===== config.mk =====
export PLATFORM = sky130hd
export DESIGN_NAME = instruction_fetch
export DESIGN_NICKNAME = d
export VERILOG_FILES = /design/src/rtl/instruction_fetch.sv
export SDC_FILE = /design/constraint.sdc
export NUM_CORES = 1
export LEC_CHECK = 0
export CORE_MARGIN = 2
export CORE_UTILIZATION = 45
export DETAILED_ROUTE_END_ITERATION = 12
export DONT_BUFFER_PORTS = 1
export SLEW_MARGIN = 20
export SYNTH_ARGS = -nofsm -noshare
export SYNTH_HDL_FRONTEND = slang
export SYNTH_SLANG_ARGS = --single-unit

===== constraint.sdc =====
create_clock -name clk -period 2.5 [get_ports clk]
set_input_delay 0.375 -clock clk [delete_from_list [all_inputs] [get_ports clk]]
set_output_delay 0.375 -clock clk [all_outputs]
set_load 0.03 [all_outputs]

===== src/rtl/instruction_fetch.sv =====
// -----------------------------------------------------------------------------
// instruction_fetch
//
// Fetch stage of the single-issue 32-bit core. Owns the program counter,
// presents it combinationally to InstructionMemory, and captures the returned
// word into the IF/ID pipeline register for decode. Decode stalls freeze the
// stage. Downstream redirects (taken branch / resolved jump) reload the PC and
// flush IF/ID to a NOP bubble.
//
// Parameters
//   RESET_PC     PC loaded on reset (low two bits are forced to zero)
//   COUNT_WIDTH  width of the fetched-instruction counter
//
// Ports
//   clk              rising-edge clock
//   reset_n          synchronous active-low reset
//   stall            hold PC and IF/ID for this cycle
//   redirect         load redirect_target into the PC, flush IF/ID
//   redirect_target  new PC (bits [1:0] ignored)
//   instr_data       instruction word at 'address' (combinational memory)
//   address          current PC, to InstructionMemory
//   if_id_instr      registered instruction for decode
//   if_id_pc_plus4   registered PC+4 of that instruction
//   if_id_valid      if_id_instr holds a real fetched instruction
//   fetch_count      instructions accepted into IF/ID (wraps)
// -----------------------------------------------------------------------------
module instruction_fetch #(
  parameter logic [31:0] RESET_PC    = 32'h0000_0000,
  parameter int unsigned COUNT_WIDTH = 16
) (
  input  logic                   clk,
  input  logic                   reset_n,
  input  logic                   stall,
  input  logic                   redirect,
  input  logic [31:0]            redirect_target,
  input  logic [31:0]            instr_data,
  output logic [31:0]            address,
  output logic [31:0]            if_id_instr,
  output logic [31:0]            if_id_pc_plus4,
  output logic                   if_id_valid,
  output logic [COUNT_WIDTH-1:0] fetch_count
);

  // Per-cycle behaviour of the stage. This is not a state machine: the mode
  // is decided purely from the current cycle's inputs.
  typedef enum logic [1:0] {
    MODE_RUN   = 2'd0,
    MODE_HOLD  = 2'd1,
    MODE_FLUSH = 2'd2
  } mode_t;

  localparam logic [31:0] WORD_MASK = 32'hFFFF_FFFC;

  mode_t                  mode;
  logic [31:0]            pc_reg, pc_next;
  logic [31:0]            pc_plus4;
  logic [31:0]            instr_reg, instr_next;
  logic [31:0]            pc4_reg, pc4_next;
  logic                   valid_reg, valid_next;
  logic [COUNT_WIDTH-1:0] count_reg, count_next;

  // Wraps naturally modulo 2^32: 32'hFFFF_FFFC + 4 = 0.
  assign pc_plus4 = pc_reg + 32'd4;

  // Redirect outranks stall: a flushed bubble never needs to be held, and
  // the branch outcome must not be lost while decode is stalled.
  always_comb begin
    mode = MODE_RUN;
    if (redirect) begin
      mode = MODE_FLUSH;
    end else if (stall) begin
      mode = MODE_HOLD;
    end
  end

  always_comb begin
    pc_next    = pc_reg;
    instr_next = instr_reg;
    pc4_next   = pc4_reg;
    valid_next = valid_reg;
    count_next = count_reg;
    case (mode)
      MODE_RUN: begin
        // Memory is combinational, so the word at pc is captured on the
        // same edge that advances pc.
        pc_next    = pc_plus4;
        instr_next = instr_data;
        pc4_next   = pc_plus4;
        valid_next = 1'b1;
        count_next = count_reg + COUNT_WIDTH'(1);
      end
      MODE_FLUSH: begin
        // Masking (rather than slicing) keeps every target bit in use and
        // guarantees a word-aligned PC.
        pc_next    = redirect_target & WORD_MASK;
        instr_next = 32'd0;
        pc4_next   = 32'd0;
        valid_next = 1'b0;
      end
      MODE_HOLD: begin
        // Everything already holds via the defaults.
      end
      default: begin
      end
    endcase
  end

  always_ff @(posedge clk) begin
    if (!reset_n) begin
      pc_reg    <= RESET_PC & WORD_MASK;
      instr_reg <= 32'd0;
      pc4_reg   <= 32'd0;
      valid_reg <= 1'b0;
      count_reg <= '0;
    end else begin
      pc_reg    <= pc_next;
      instr_reg <= instr_next;
      pc4_reg   <= pc4_next;
      valid_reg <= valid_next;
      count_reg <= count_next;
    end
  end

  assign address        = pc_reg;
  assign if_id_instr    = instr_reg;
  assign if_id_pc_plus4 = pc4_reg;
  assign if_id_valid    = valid_reg;
  assign fetch_count    = count_reg;

endmodule


==> results.json <==
{
  "cts_resized": 0,
  "p_switching_uw": 936,
  "finalHoldWorstSlack_ns": 0.117,
  "place_congestion": 0.850,
  "root_buffer": "clkbuf_8",
  "worst_pin_slew_ns": 0.626,
  "layout_min_cycle_time_ns": 2.17,
  "seqPwrFrac": 0.576,
  "synth_compound_area_frac": 0.0909,
  "drt-pass1-iter-count": 4,
  "clkPwrFrac": 0.323,
  "grt_pass1_vias": 3697,
  "worst_setup_hold_path_clk_slew_ns": 0.11,
  "synth_edf_count": 0,
  "yosysSeqAreaShare": 0.442,
  "met3WireLength_mm": 1.14,
  "row_count": 38,
  "grt.total_usage": 0.203,
  "wl_met1_mm": 5.12,
  "grt_pass1_wl_mm": 18.8,
  "cts_setup_buffers": 0,
  "critPathMaxFanout": 7,
  "fp.dieArea_um2": 11900,
  "cts_buffers": 9,
  "synthCells": 578,
  "antenna_found_initial": 0,
  "insertion_delay_ns": 0.37,
  "synth_xor_xnor_area_share": 0.102,
  "drive_gt1_frac": 0.115,
  "final_cell_area_um2": 5420,
  "hpwl_mm": 8.71,
  "rsz0062_at_grt": "false",
  "critPathCaptureType": "register",
  "synth_top_family_by_area": "simple AND/OR/NAND/NOR gates",
  "final_util": 0.500,
  "grt_max_degree": 74,
  "timing.slew.headroom": 0.582,
  "die_y_um": 109,
  "port_buffers": 0,
  "yosys.area_share.simple": 0.240,
  "die_w_um": 109,
  "syn_avg_cell_area_um2": 8.62,
  "placed_area_um2": 5220,
  "peakVddDrop_mv": 0.309,
  "hold_viol": 0,
  "critical_path_class": "register to register",
  "ctsHoldBuffers": 0,
  "required_ns": 2.77,
  "max_freq_ghz": 0.461,
  "synth_cell_types": 47,
  "ios": 181,
  "startpoint_type": "register",
  "period_share": 0.868,
  "layout.cells.non_filler": 731,
  "synthFlopType": "dfxtp_1",
  "drt_iter0_drc": 168,
  "power_density_nw_per_um2": 619,
  "synthAdderAreaFrac": 0.00502,
  "ys_ff_latch": 110,
  "place_inst": 714,
  "yosys_warnings": 0,
  "p_comb_frac": 0.100,
  "fin_tns_setup_ns": 0,
  "initial_core_util": 0.459,
  "power.internal_uw": 2420,
  "nNetsFinal": 655,
  "top_layer_used": "met4",
  "drt_wl_total_mm": 12.2,
  "async_flop_share": 0,
  "syn_to_final_growth_pct": 8.89,
  "maxSlewViolCount": 0,
  "cts.path.max_buffers": 2,
  "setup_viol": 0,
  "ant_nets": 0,
  "max_cap_violations": 0,
  "cts_tree": "yes",
  "p_sw_frac": 0.279,
  "crit_start": "address[2]",
  "reg2reg_slack_ns": 0.33,
  "min_path_type": "input pin to register",
  "post-route-drc-count": 0,
  "rr_startpoint": "address[2]",
  "total_leakage_power_uw": 0.00205,
  "dr_wl_met2_mm": 5.66,
  "grt_overflow": 0,
  "hp-start": "reset_n",
  "synthMuxAreaShare": 0.0744,
  "worstPathArrival_ns": 2.44,
  "h-tree-depth": 3,
  "vias_per_cell": 5.30,
  "skew_ns": 0.0126,
  "syn_area_um2": 4980,
  "cts_sinks": 110,
  "status": "finished, final reports clean",
  "fillers": 1048,
  "wl_per_cell_um": 16.7,
  "vias": 3871,
  "core_area_um2": 10800
}
routing by layer:
layer / up-vias / track usage
met5: - / 0
met4: 0 / 0.0823
met3: 18 / 0.0681
met2: 139 / 0.333
met1: 1759 / 0.245
li1: 1955 / -
critical path: stages (launching register included):
cell     delay [ns]
dfxtp_1        0.35
ha_1           0.23
nand4_2        0.19
or4_1          0.75
o31a_1         0.31
o21ai_1        0.18
nand2_1        0.07
area by class of cell:
class	instances	area [um2]	share of cell area
inverter	6	22.5	0.00415
tap	140	175	0.0323
multi-input combinational	423	2560	0.472
antenna	1	2.50	0.000461
clock inverter	6	71.3	0.0131
clock buffer	10	128	0.0235
timing repair buffer	35	263	0.0484
sequential	110	2200	0.406
cell usage in the layout (no fill, tap or decap), types with 2 or more instances in the layout:
master,instances
a21o_1,2
dfxtp_1,110
nor4_1,5
nor2_1,61
buf_4,35
clkbuf_8,9
nor3_2,4
clkinv_1,2
nand2_1,81
and3_1,5
conb_1,2
nor3_1,9
xnor2_1,41
nor4_2,2
nand4_1,16
mux2i_1,37
nor2b_1,4
xor2_1,17
clkinvlp_4,2
o31a_1,4
or3_1,2
or2_2,7
o21ai_0,46
nand2b_1,2
ha_1,2
inv_1,4
a21oi_1,23
nand3_1,13
clkinv_4,2
and2_1,18
o21ai_1,6
power by group through the flow:
stage / Sequential [uW] / Clock (uW) / Combinational (uW)
2_1_floorplan: 2030 / 0 / 220
3_3_place_gp: 1970 / 0 / 334
3_5_place_dp: 1970 / 0 / 340
4_1_cts: 1940 / 1120 / 341
5_1_grt: 1940 / 1180 / 373
6_report: 1930 / 1080 / 337
sequential cells by signal, indices dropped and copies added, names as in the netlist:
| register | flops |
|---|---|
| address | 30 |
| fetch_count | 16 |
| if_id_instr | 32 |
| if_id_pc_plus4 | 31 |
| if_id_valid | 1 |
stage by stage:
step	total power, uW	setup slack [ns]
global route	3500	0.138
floorplan	2250	0.233
global placement	2310	0.360
detailed placement	2310	0.342
CTS	3390	0.335
finish	3360	0.330
cells by family (layout without fill, tap and decap cells):
| family | Yosys count | after routing |
|---|---|---|
| mux | 37 | 37 |
| simple gates | 240 | 240 |
| fa+ha+maj | 2 | 2 |
| flops | 110 | 110 |
| compound gates | 84 | 84 |
| buf+inv | 46 | 57 |
| other cells | 1 | 3 |
| xor+xnor | 58 | 58 |
worst paths after layout:
path / depth (start not counted) / endpoint
setup / recovery: 6 / if_id_pc_plus4[26]
hold / removal: 1 / fetch_count[7]
setup reg to reg: 6 / if_id_pc_plus4[26]
hold reg to reg: 2 / if_id_pc_plus4[20]
synth_stat cells, types with 9 or more instances:
cell type,n,area share
a21oi_1,23,0.023
dfxtp_1,110,0.44
nor3_1,9,0.0090
mux2i_1,37,0.074
o21ai_0,46,0.046
nor2_1,61,0.046
xnor2_1,41,0.072
clkbuf_1,22,0.017
and2_1,18,0.023
nand2_1,81,0.061
nand4_1,16,0.020
xor2_1,17,0.030
nand3_1,13,0.013
Power figures use the tool's default switching activity.
